<file path="config.mk">
export PLATFORM = sky130hd
export DESIGN_NAME = vertex_transform
export DESIGN_NICKNAME = d
export VERILOG_FILES = /design/src/rtl/gfx_pkg.sv /design/src/rtl/fxp_add.sv /design/src/rtl/fxp_div.sv /design/src/rtl/fxp_mul.sv /design/src/rtl/vt_dot4.sv /design/src/rtl/vertex_transform.sv
export SDC_FILE = /design/constraint.sdc
export NUM_CORES = 2
export LEC_CHECK = 0
export ABC_AREA = 1
export CAP_MARGIN = 20
export CORE_MARGIN = 4
export CORE_UTILIZATION = 50
export CTS_BUF_LIST = sky130_fd_sc_hd__clkbuf_8
export DETAILED_ROUTE_END_ITERATION = 8
export GPL_ROUTABILITY_DRIVEN = 0
export HOLD_SLACK_MARGIN = 0.06
export PLACE_DENSITY_LB_ADDON = 0.08
export RECOVER_POWER = 50
export SLEW_MARGIN = 20
export SYNTH_ARGS = -nofsm -noshare
export SYNTH_HDL_FRONTEND = slang
export SYNTH_SLANG_ARGS = --single-unit
</file>
<file path="constraint.sdc">
create_clock -name clk -period 64 [get_ports clk]
set_input_delay 9.6 -clock clk [delete_from_list [all_inputs] [get_ports clk]]
set_output_delay 9.6 -clock clk [all_outputs]
set_load 0.005 [all_outputs]
</file>
<file path="src/rtl/gfx_pkg.sv">
`default_nettype none
// ============================================================================
// Module      : gfx_pkg
// Description : Shared definitions for the vertex transform block: default
//               fixed-point and screen geometry, the fixed-point ONE constant
//               and the transform FSM state encoding.
// Revision    : 1.0 - initial release
// ============================================================================
package gfx_pkg;

    localparam int DEF_WI    = 8;
    localparam int DEF_WF    = 8;
    localparam int DEF_SCR_W = 640;
    localparam int DEF_SCR_H = 480;

    // 1.0 in the default fixed-point format
    localparam int ONE = 1 << DEF_WF;

    typedef enum logic [2:0] {
        IDLE = 3'd0,
        MUL  = 3'd1,
        DIV  = 3'd2,
        MAP  = 3'd3,
        OUT  = 3'd4
    } vt_state_e;

    // 1.0 for an arbitrary fraction width
    function automatic int fxp_one(input int wf);
        return (wf == DEF_WF) ? ONE : (1 << wf);
    endfunction

endpackage
`default_nettype wire

</file>
<file path="src/rtl/fxp_add.sv">
`default_nettype none
// ============================================================================
// Module      : fxp_add
// Description : Signed fixed-point add, saturating.
// Ports       : a, b (in)  - operands, WI.WF two's complement
//               y    (out) - saturated sum
//               sat  (out) - result was clamped
// Revision    : 1.0 - initial release
// ============================================================================
module fxp_add #(
    parameter int WI = 8,
    parameter int WF = 8
) (
    input  logic signed [WI+WF-1:0] a,
    input  logic signed [WI+WF-1:0] b,
    output logic        [WI+WF-1:0] y,
    output logic                    sat
);
    localparam int W = WI + WF;
    localparam logic [W-1:0] MAXV = {1'b0, {(W-1){1'b1}}};
    localparam logic [W-1:0] MINV = {1'b1, {(W-1){1'b0}}};

    logic [W:0] sum;

    assign sum = {a[W-1], a} + {b[W-1], b};
    assign sat = sum[W] ^ sum[W-1];
    assign y   = sat ? (sum[W] ? MINV : MAXV) : sum[W-1:0];

endmodule
`default_nettype wire

</file>
<file path="src/rtl/fxp_div.sv">
`default_nettype none
// ============================================================================
// Module      : fxp_div
// Description : Signed fixed-point divide a/b, rounded half away from zero,
//               saturating. Division by zero saturates toward the sign of a.
// Ports       : a    (in)  - dividend
//               b    (in)  - divisor
//               y    (out) - rounded, saturated quotient
//               sat  (out) - result was clamped or divisor was zero
// Revision    : 1.0 - initial release
// ============================================================================
module fxp_div #(
    parameter int WI = 8,
    parameter int WF = 8
) (
    input  logic signed [WI+WF-1:0] a,
    input  logic signed [WI+WF-1:0] b,
    output logic        [WI+WF-1:0] y,
    output logic                    sat
);
    localparam int W = WI + WF;
    localparam logic [W-1:0] MAXV = {1'b0, {(W-1){1'b1}}};
    localparam logic [W-1:0] MINV = {1'b1, {(W-1){1'b0}}};

    logic          a_neg;
    logic          b_neg;
    logic          q_neg;
    logic [W-1:0]  a_mag;
    logic [W-1:0]  b_mag;
    logic [W-1:0]  b_safe;
    logic [W+WF:0] num;
    logic [W+WF:0] den;
    logic [W+WF:0] q;
    logic [W+WF:0] lim;

    assign a_neg  = a[W-1];
    assign b_neg  = b[W-1];
    assign q_neg  = a_neg ^ b_neg;
    assign a_mag  = a_neg ? -a : a;
    assign b_mag  = b_neg ? -b : b;
    // Keep the divider away from a zero divisor; sat covers that case
    assign b_safe = (b_mag == '0) ? {{(W-1){1'b0}}, 1'b1} : b_mag;

    // Magnitude division with half the divisor added for rounding
    assign num = {1'b0, a_mag, {WF{1'b0}}} + {{(WF+2){1'b0}}, b_safe[W-1:1]};
    assign den = {{(WF+1){1'b0}}, b_safe};
    assign q   = num / den;

    // Negative results may reach one step further than positive ones
    assign lim = q_neg ? {{(WF+1){1'b0}}, 1'b1, {(W-1){1'b0}}}
                       : {{(WF+2){1'b0}}, {(W-1){1'b1}}};
    assign sat = (b_mag == '0) || (q > lim);
    assign y   = sat ? (q_neg ? MINV : MAXV)
                     : (q_neg ? -q[W-1:0] : q[W-1:0]);

endmodule
`default_nettype wire

</file>
<file path="src/rtl/fxp_mul.sv">
`default_nettype none
// ============================================================================
// Module      : fxp_mul
// Description : Signed fixed-point multiply, round-half-up, saturating.
// Ports       : a, b (in)  - operands, WI.WF two's complement
//               y    (out) - rounded, saturated product
//               sat  (out) - result was clamped
// Revision    : 1.0 - initial release
// ============================================================================
module fxp_mul #(
    parameter int WI = 8,
    parameter int WF = 8
) (
    input  logic signed [WI+WF-1:0] a,
    input  logic signed [WI+WF-1:0] b,
    output logic        [WI+WF-1:0] y,
    output logic                    sat
);
    localparam int W = WI + WF;
    localparam logic signed [2*W:0] HALF = {{(2*W){1'b0}}, 1'b1} << (WF - 1);
    localparam logic [W-1:0] MAXV = {1'b0, {(W-1){1'b1}}};
    localparam logic [W-1:0] MINV = {1'b1, {(W-1){1'b0}}};

    logic signed [2*W-1:0] prod;
    logic signed [2*W:0]   rnd;
    logic signed [2*W:0]   shr;
    logic        [W+1:0]   top;

    assign prod = a * b;
    assign rnd  = {prod[2*W-1], prod} + HALF;
    assign shr  = rnd >>> WF;
    // The result fits only if every bit above the kept sign bit matches it
    assign top  = shr[2*W:W-1];
    assign sat  = !((&top) || !(|top));
    assign y    = sat ? (shr[2*W] ? MINV : MAXV) : shr[W-1:0];

endmodule
`default_nettype wire

</file>
<file path="src/rtl/vt_dot4.sv">
`default_nettype none
// ============================================================================
// Module      : vt_dot4
// Description : Combinational 4-term fixed-point dot product,
//               y = ((m0*v0 + m1*v1) + m2*v2) + m3*v3, every step saturating.
// Ports       : m   (in)  - four matrix coefficients (one row)
//               v   (in)  - four vector components
//               y   (out) - dot product
//               sat (out) - OR of every multiply and add saturation
// Revision    : 1.0 - initial release
// ============================================================================
module vt_dot4 #(
    parameter int WI = 8,
    parameter int WF = 8
) (
    input  logic [3:0][WI+WF-1:0] m,
    input  logic [3:0][WI+WF-1:0] v,
    output logic      [WI+WF-1:0] y,
    output logic                  sat
);
    localparam int W = WI + WF;

    logic [3:0][W-1:0] prod;
    logic [3:0]        mul_sat;
    logic [2:0][W-1:0] part;
    logic [2:0]        add_sat;

    generate
        for (genvar i = 0; i < 4; i++) begin : g_mul
            fxp_mul #(.WI(WI), .WF(WF)) u_mul (
                .a   (m[i]),
                .b   (v[i]),
                .y   (prod[i]),
                .sat (mul_sat[i])
            );
        end
    endgenerate

    fxp_add #(.WI(WI), .WF(WF)) u_add0 (
        .a (prod[0]), .b (prod[1]), .y (part[0]), .sat (add_sat[0])
    );
    fxp_add #(.WI(WI), .WF(WF)) u_add1 (
        .a (part[0]), .b (prod[2]), .y (part[1]), .sat (add_sat[1])
    );
    fxp_add #(.WI(WI), .WF(WF)) u_add2 (
        .a (part[1]), .b (prod[3]), .y (part[2]), .sat (add_sat[2])
    );

    assign y   = part[2];
    assign sat = |{mul_sat, add_sat};

endmodule
`default_nettype wire

</file>
<file path="src/rtl/vertex_transform.sv">
`default_nettype none
// ============================================================================
// Module      : vertex_transform
// Description : Transforms one object-space vertex by a 4x4 MVP matrix,
//               performs the perspective divide and maps to screen pixels.
//               One vertex in flight; a single dot-product unit and a single
//               divider are time-shared across rows/components.
// Ports       : clk, rst_n          - clock, async active-low reset
//               mvp_matrix          - row-major matrix, [0..3] is row 0
//               vx, vy, vz          - vertex (w = 1.0)
//               in_valid / in_ready - input handshake
//               sx, sy              - screen coordinates
//               depth               - z_clip / w_clip
//               clipped             - w_clip <= 0, coordinates forced to 0
//               sat                 - a fixed-point step saturated
//               out_valid/out_ready - output handshake
// Revision    : 1.0 - initial release
// ============================================================================
module vertex_transform
    import gfx_pkg::*;
#(
    parameter int WI    = DEF_WI,
    parameter int WF    = DEF_WF,
    parameter int SCR_W = DEF_SCR_W,
    parameter int SCR_H = DEF_SCR_H
) (
    input  logic                   clk,
    input  logic                   rst_n,
    input  logic [15:0][WI+WF-1:0] mvp_matrix,
    input  logic [WI+WF-1:0]       vx,
    input  logic [WI+WF-1:0]       vy,
    input  logic [WI+WF-1:0]       vz,
    input  logic                   in_valid,
    output logic                   in_ready,
    output logic [9:0]             sx,
    output logic [9:0]             sy,
    output logic [WI+WF-1:0]       depth,
    output logic                   clipped,
    output logic                   sat,
    output logic                   out_valid,
    input  logic                   out_ready
);
    localparam int           W     = WI + WF;
    localparam int           ONE_I = fxp_one(WF);
    localparam logic [W-1:0] ONE_W = W'(ONE_I);

    vt_state_e state;
    vt_state_e state_nx;

    logic [15:0][W-1:0] mat;
    logic [W-1:0]       vx_l;
    logic [W-1:0]       vy_l;
    logic [W-1:0]       vz_l;
    logic [1:0]         row_cnt;
    logic [1:0]         div_cnt;
    logic [3:0][W-1:0]  acc;      // x_c, y_c, z_c, w_c
    logic [W-1:0]       xn;
    logic [W-1:0]       yn;

    logic [3:0][W-1:0]  row_m;
    logic [3:0][W-1:0]  dot_v;
    logic [W-1:0]       dot_y;
    logic               dot_sat;
    logic               w_nonpos;
    logic [W-1:0]       div_q;
    logic               div_sat;

    logic signed [31:0] x_scaled;
    logic signed [31:0] y_scaled;
    logic signed [31:0] sx_full;
    logic signed [31:0] sy_full;
    logic [9:0]         sx_map;
    logic [9:0]         sy_map;

    // ---------------------------------------------------------------- datapath
    assign row_m[0] = mat[{row_cnt, 2'd0}];
    assign row_m[1] = mat[{row_cnt, 2'd1}];
    assign row_m[2] = mat[{row_cnt, 2'd2}];
    assign row_m[3] = mat[{row_cnt, 2'd3}];
    assign dot_v    = {ONE_W, vz_l, vy_l, vx_l};

    vt_dot4 #(.WI(WI), .WF(WF)) u_dot4 (
        .m   (row_m),
        .v   (dot_v),
        .y   (dot_y),
        .sat (dot_sat)
    );

    // Only meaningful while row 3 is on the dot product
    assign w_nonpos = dot_y[W-1] || (dot_y == '0);

    fxp_div #(.WI(WI), .WF(WF)) u_div (
        .a   (acc[div_cnt]),
        .b   (acc[3]),
        .y   (div_q),
        .sat (div_sat)
    );

    // Viewport mapping in wide exact arithmetic: the +1 / 1- offsets and the
    // scale never saturate, only the final clamp bounds the result.
    assign x_scaled = (32'($signed(xn)) + ONE_I) * SCR_W;
    assign y_scaled = (ONE_I - 32'($signed(yn))) * SCR_H;
    assign sx_full  = x_scaled >>> (WF + 1);
    assign sy_full  = y_scaled >>> (WF + 1);
    assign sx_map   = (sx_full < 0)         ? 10'd0 :
                      (sx_full > SCR_W - 1) ? 10'(SCR_W - 1) : sx_full[9:0];
    assign sy_map   = (sy_full < 0)         ? 10'd0 :
                      (sy_full > SCR_H - 1) ? 10'(SCR_H - 1) : sy_full[9:0];

    // --------------------------------------------------------------------- FSM
    always_ff @(posedge clk or negedge rst_n) begin
        if (!rst_n) begin
            state <= IDLE;
        end else begin
            state <= state_nx;
        end
    end

    always_comb begin
        state_nx = state;
        in_ready = 1'b0;
        case (state)
            IDLE: begin
                in_ready = 1'b1;
                if (in_valid) state_nx = MUL;
            end
            MUL: begin
                if (row_cnt == 2'd3) state_nx = w_nonpos ? OUT : DIV;
            end
            DIV: begin
                if (div_cnt == 2'd2) state_nx = MAP;
            end
            MAP: begin
                state_nx = OUT;
            end
            OUT: begin
                if (out_valid && out_ready) state_nx = IDLE;
            end
            default: state_nx = IDLE;
        endcase
    end

    // ---------------------------------------------------------------- registers
    always_ff @(posedge clk or negedge rst_n) begin
        if (!rst_n) begin
            mat       <= '0;
            vx_l      <= '0;
            vy_l      <= '0;
            vz_l      <= '0;
            row_cnt   <= '0;
            div_cnt   <= '0;
            acc       <= '0;
            xn        <= '0;
            yn        <= '0;
            sx        <= '0;
            sy        <= '0;
            depth     <= '0;
            clipped   <= 1'b0;
            sat       <= 1'b0;
            out_valid <= 1'b0;
        end else begin
            // out_valid follows OUT by one cycle and drops on the handshake
            out_valid <= (state == OUT) && !(out_valid && out_ready);
            case (state)
                IDLE: begin
                    if (in_valid) begin
                        mat     <= mvp_matrix;
                        vx_l    <= vx;
                        vy_l    <= vy;
                        vz_l    <= vz;
                        row_cnt <= '0;
                        div_cnt <= '0;
                        clipped <= 1'b0;
                        sat     <= 1'b0;
                    end
                end
                MUL: begin
                    acc[row_cnt] <= dot_y;
                    sat          <= sat | dot_sat;
                    row_cnt      <= row_cnt + 2'd1;
                    if ((row_cnt == 2'd3) && w_nonpos) begin
                        clipped <= 1'b1;
                        sx      <= '0;
                        sy      <= '0;
                        depth   <= '0;
                    end
                end
                DIV: begin
                    case (div_cnt)
                        2'd0:    xn    <= div_q;
                        2'd1:    yn    <= div_q;
                        default: depth <= div_q;
                    endcase
                    sat     <= sat | div_sat;
                    div_cnt <= div_cnt + 2'd1;
                end
                MAP: begin
                    sx <= sx_map;
                    sy <= sy_map;
                end
                default: ;
            endcase
        end
    end

endmodule
`default_nettype wire

</file>
Yosys cells after proc, flatten, opt, wreduce, memory -nomap -nowiden. Cells that the tools add are included.

Flip-flop bits (word level): 446. Output and inout bits: 40. Word-level logic and storage cells: 192.

Add/sub/neg operators: 15. Multiply operators: 5. Divide/modulo/power cells: 1. Order comparisons: 12. Eq/ne operators: 13. Muxes and demuxes: 58. Bitwise operators: 6. Reduce and logical (&&, ||, !) cells: 48.

Operator list (count): $mux 16 (29); $bmux 16 s2 (5); $add 32x9->33 const B (3); $mul 16x16->32 (3); $bwmux 64 (1); $add 16x16->17 (3); $mux 10 (5); $neg 16->16 (3); $pmux 10 s2 (2); $reduce_and 10->1 (4); $reduce_or 10->1 (4); $demux 16 s2 (1); $logic_not 16->1 (2); $pmux 16 s2 (1); $add 24x15->25 (1); $add 24x9->25 const B (1); $div 25x16->25 (1); $gt 25x25->1 (1); $mul 17x5->22 const B (1); $mul 17x4->21 const B (1); $lt 4x5->1 const B (4); $gt 19x11->1 const B (1); $lt 19x1->1 const B (1); $gt 18x10->1 const B (1); 33 further kinds (79).

Longest topological paths before layout.
Depth in word-level cells: 22. Depth in mapped cells: 496.

Modules after synthesis. A second synthesis with hierarchy kept.

Cell total of the unflattened synthesis: 12744. Area, all modules: 88585.0 sq um.

By module, submodules not included: fxp_mul at u_dot4.g_mul[0].u_mul ... (times used 3, cells an instance 1563, area each 11229.5 sq um, seq. area each 0.0 sq um); vertex_transform (times used 1, cells an instance 3016, area each 23231.0 sq um, seq. area each 11160.7 sq um); fxp_div (times used 1, cells an instance 2807, area each 16672.2 sq um, seq. area each 0.0 sq um); fxp_mul at u_dot4.g_mul[3].u_mul (times used 1, cells an instance 1638, area each 11506.0 sq um, seq. area each 0.0 sq um); fxp_add (times used 3, cells an instance 194, area each 1147.4 sq um, seq. area each 0.0 sq um); vt_dot4 (times used 1, cells an instance 12, area each 45.0 sq um, seq. area each 0.0 sq um).

Least setup slack after synthesis. OpenSTA, ideal clock, no wires.

Path type: flip-flop to flip-flop. Start point: register div_cnt[0]. End point: register xn[3]. Library setup time: 0.130 ns. Data arrival time: 60.860 ns. Data required time: 63.870 ns. Setup slack: 3.011 ns. Cell stages (with the launch flop): 473. Buffers on the path: 34. Period minus slack after synthesis: 60.989 ns. Cell sequence: dfrtp_1 > buf_6 > buf_6 > o21ai_0 > and2_1 > buf_4 > buf_4 > inv_1 > a31oi_1 > xor2_1 > inv_1 > ha_1 > nand2_1 > o21ai_0 > a21oi_1 > nor2_2 > nand2_1 > nor2_2 > (+437 left out) > o21ai_0 > nand3_1 > a21oi_1 > a211oi_1 > o311ai_0 > nand2_1 > nand2_1 > a21oi_1 > a21oi_1 > nor3_1 > nand2_1 > inv_1 > nand2_1 > nor2_2 > nand4_1 > nand2_2 > xor2_1 > o21ai_1.

Longest elaborated chain between the ends: 9.

Ends and longest elaborated chain: start: declaration (line vertex_transform.sv:55) `logic [1:0] div_cnt;`; start signal: assignment (line vertex_transform.sv:195) `div_cnt <= div_cnt + 2'd1;`; $bmux 16 s2 (line vertex_transform.sv:93) `.a (acc[div_cnt]),`; $mux 16 (not written as such) (line vertex_transform.sv:93); $neg 16->16 (line fxp_div.sv:39) `assign a_mag = a_neg ? -a : a;`; $mux 16 (line fxp_div.sv:39); $add 24x15->25 (line fxp_div.sv:45) `assign num = {1'b0, a_mag, {WF{1'b0}}} + {{(WF+2){1'b0}}, b_safe[W-1:1]};`; $div 25x16->25 (line fxp_div.sv:47) `assign q = num / den;`; $neg 16->16 / $gt 25x25->1 (equally long branches) (line fxp_div.sv:54, fxp_div.sv:52); $mux 16 / $logic_or 1x1->1 (equally long branches) (line fxp_div.sv:54, fxp_div.sv:52); $mux 16 (line fxp_div.sv:53) `assign y = sat ? (q_neg ? MINV : MAXV)`; end signal: assignment (line vertex_transform.sv:190) `2'd0: xn <= div_q;`; end: declaration (line vertex_transform.sv:57) `logic [W-1:0] xn;`.

Parallel ways exist; a longest one is shown, timed or not. The select of a mux whose other input is x is not followed. A chain may end at the register's enable or synchronous reset.

Worst setup path in the final report.
Start point: register acc[49] (netlist bit). End point: register yn[10].

Longest elaborated chain between the ends: 9.

Ends and longest elaborated chain: start: declaration (line vertex_transform.sv:56) `logic [3:0][W-1:0] acc;`; start signal: indexed assignment (line vertex_transform.sv:178) `acc[row_cnt] <= dot_y;`; $neg 16->16 / $bmux 16 s2 (equally long branches) (line fxp_div.sv:40, vertex_transform.sv:93); $mux 16 (on tied branches) (line fxp_div.sv:40, vertex_transform.sv:93); $logic_not 16->1 / $neg 16->16 (equally long branches) (line fxp_div.sv:42, fxp_div.sv:52, fxp_div.sv:39); $mux 16 (on tied branches) (line fxp_div.sv:42, fxp_div.sv:39); $add 24x15->25 (line fxp_div.sv:45); $div 25x16->25 (line fxp_div.sv:47); $neg 16->16 / $gt 25x25->1 (equally long branches) (line fxp_div.sv:54, fxp_div.sv:52); $mux 16 / $logic_or 1x1->1 (equally long branches) (line fxp_div.sv:54, fxp_div.sv:52); $mux 16 * (line fxp_div.sv:53); end signal: assignment (line vertex_transform.sv:191) `2'd1: yn <= div_q;`; end: declaration (line vertex_transform.sv:58) `logic [W-1:0] yn;`.

Every way passes the cells marked *; elsewhere a longest branch is shown, timed or not. The select of a mux whose other input is x is not followed.

==> results.txt <==
Core Rows - 136
CP Max Fanout - 15
Top post-synthesis cells by area - fa_1 (24%), dfrtp_1 (16%), nand2_1 (14%)
Worst Tran Pin Value - 5.925 ns
CP Buf/Inv Count - 96
DIE WIDTH - 379.4 µm
Commonest non-fill, non-tap cell in the layout - nand2_1
Initial antenna violation count - 12
DRT Wirelength - 213,500 µm
Synth Register Bits - 446
Slowest CP cell - xor2_1
Port buffer count - 347
Area of placed instances - 0.07436 mm²
Slew HR - -295.0%
Worst Hold Class - register to register
Total track usage - 30.06%
GRT overflow - 0
Min Tclk post-route - 58.79 ns
CP endpoint kind - register
Grt peak-use layer - met2
DRT antenna net count - 0
Layout area overhead - 11.95%
Avg Inst Size Synth - 7.478 µm²
Core ar. - 0.1373 mm²
Iter 0 DRT Violations - 4,842
CP Data Arrival Time - 59.40 ns
Final Cell Area - 0.07722 mm²
Most frequent cells in the layout - nand2_1 (2,623), inv_1 (1,524), fa_1 (833), nor2_1 (680), ha_1 (668)
Failing checks - capacitance limit, slew limit
H-tree Lvls - 3
Max Fclk - 0.01701 GHz
Vias per Instance - 5.360
Syn_nets - 11,040
Final Setup Violations - 0
Cell Area, Synth - 0.06897 mm²
Most common cell on crit path - nand2_1
Drt pass-1 iters - 7
Clock Skews - 0.09309 ns
Layout cells sized above 1 - 6.580%
CTS buffer count - 83
Die extent in y - 379.4 µm
# DRC - 0
Critical R2R Launch - acc[49]$_DFFE_PN0P_
Hold Fails Final Rpt - 0
Slew Viols, Final - 586
Post-synth EDFFs - 0
Yosys top cell area share - 24.18%
CTS max path bufs - 3
CTS tree - done
Mapped Cells - 9,224
Filler Cells Inserted - 13,094
Layout net count - 11,367
CTS sink cnt - 446
Vias in the first global route - 62,365
DP HPWL - 170,000 µm
Number of distinct library cells after synthesis - 73
Setup CP Type - register to register
Critical Path RT - 64.61 ns
Worst path max stage delay - 0.57 ns
Seq. cell area - 0.01117 mm²
WHS - 0.4632 ns
Crit path max-delay family - compound AO/OA/AOI/OAI gates
Area of the die - 0.1440 mm²
Vias - 61,147
Synth warn - 0
Worst-skew pair later-pin latency - 0.84 ns
Critical path startpoint category - register
Crit path from - acc[49]$_DFFE_PN0P_
Maxcap violations - 8
Clk root buf - clkbuf_8
Final worst-path cycle share - 91.86%
Status - finished with violations
Sequential share of the synthesized area - 16.18%
CTS clock-pin slew for the worst setup and hold paths - 0.06 ns
GR Util met1 - 41.07%
Most used DFF post-synth - dfrtp_1
Largest net degree at the start of global routing - 216
M3 GR Usage - 4.784%
First-pass GRT wire length - 340,300 µm
WL per Instance - 18.71 µm
Synth async-reset ratio - 100.0%
I/O pin count - 348
Min-delay src - sx[9]$_DFFE_PN0P_
Initial Util - 50.23%
Post-layout util - 56.23%
Cell taking the most area after synthesis - fa_1
Grt met2 use - 48.81%
Area occupied by multi-input gates - 0.05131 mm²
[cells in the mapped netlist, drive strengths merged (30+ instances only)]
master	instances
dfrtp	446
buf	61
a21oi	396
nand3	352
a31oi	32
a21o	32
xor2	234
nand4	65
inv	1538
nor3	51
nor2	722
clkinv	32
xnor2	153
o21bai	35
nand2	2674
o21ai	448
fa	833
or2	52
clkbuf	225
o31ai	30
ha	675
[stage by stage]
| step | worst slack, ns | std cells | TNS [ns] |
|---|---|---|---|
| 3_5_place_dp | -1.523 | 11187 | -56.10 |
| 3_3_place_gp | 1.134 | 11187 | 0 |
| 4_1_cts | 0.08504 | 11330 | 0 |
| 5_1_grt | -0.6145 | 11404 | -21.49 |
| 2_1_floorplan | 3.011 | 9224 | 0 |
| 6_report | 5.210 | 11409 | 0 |
[cells by family (layout without fill, tap and decap cells)]
logic type / Yosys count / after routing / synth area share, %
other: 1 / 11 / 0.005437
muxes: 11 / 11 / 0.1742
buffers and inverters: 1856 / 2236 / 10.31
and+or+nand+nor: 3961 / 3962 / 23.51
adders and majority gates: 1508 / 1508 / 36.42
AOI/OAI and AO/OA: 1054 / 1054 / 8.490
DFF: 446 / 446 / 16.18
xor gates and xnor gates: 387 / 387 / 4.914
[final timing paths]
check,to,slack (ns),depth (start not counted)
max in group asynchronous,vz_l[10]$_DFFE_PN0P_,45.53,4
worst min register to register,sx[9]$_DFFE_PN0P_,0.46,2
worst max-delay path,yn[10]$_DFFE_PN0P_,5.21,451
worst min-delay path,sx[9]$_DFFE_PN0P_,0.46,2
worst max register to register,yn[10]$_DFFE_PN0P_,5.21,451
min in group asynchronous,mat[140]$_DFFE_PN0P_,10.96,1
[sequential cells by signal, indices dropped and copies added, names as in the netlist, 16 cells and up]
register and cells:
acc 64, vy_l 16, vx_l 16, depth 16, vz_l 16, xn 16
yn 16, mat 256
[layout make-up]
class | count | share of cell area (%)
clock inverters | 44 | 0.4100
repair buffers | 524 | 6.303
well taps | 1794 | 2.907
inverters | 1570 | 7.708
diodes | 10 | 0.03241
multi-input cells | 6923 | 66.45
flip-flops and latches | 446 | 14.47
repair inverters | 3 | 0.02593
clock buffers | 95 | 1.693
[routing by layer]
layer / up-vias / wire, µm
li1: 29187 / -
met1: 29398 / 91800
met2: 2126 / 97820
met3: 434 / 15750
met4: 2 / 8114
met5: - / 11
[timing repair]
item                                    in CTS  in global routing
endpoints found under the setup margin      49                 49
pin swaps                                    0                 44
gates resized for setup                     11                188
setup buffers                                3                 65
hold buffers                                 0                  0
gates cloned                                 1                  4
[worst min-delay path, stage by stage (launching register included)]
cell	delay, ns
dfrtp_1	0.33
nand2_1	0.05
nand2_1	0.05
Power is left out: the tool's default activity adds up to more than one toggle a clock period on the data nets, which glitch-free logic cannot reach.
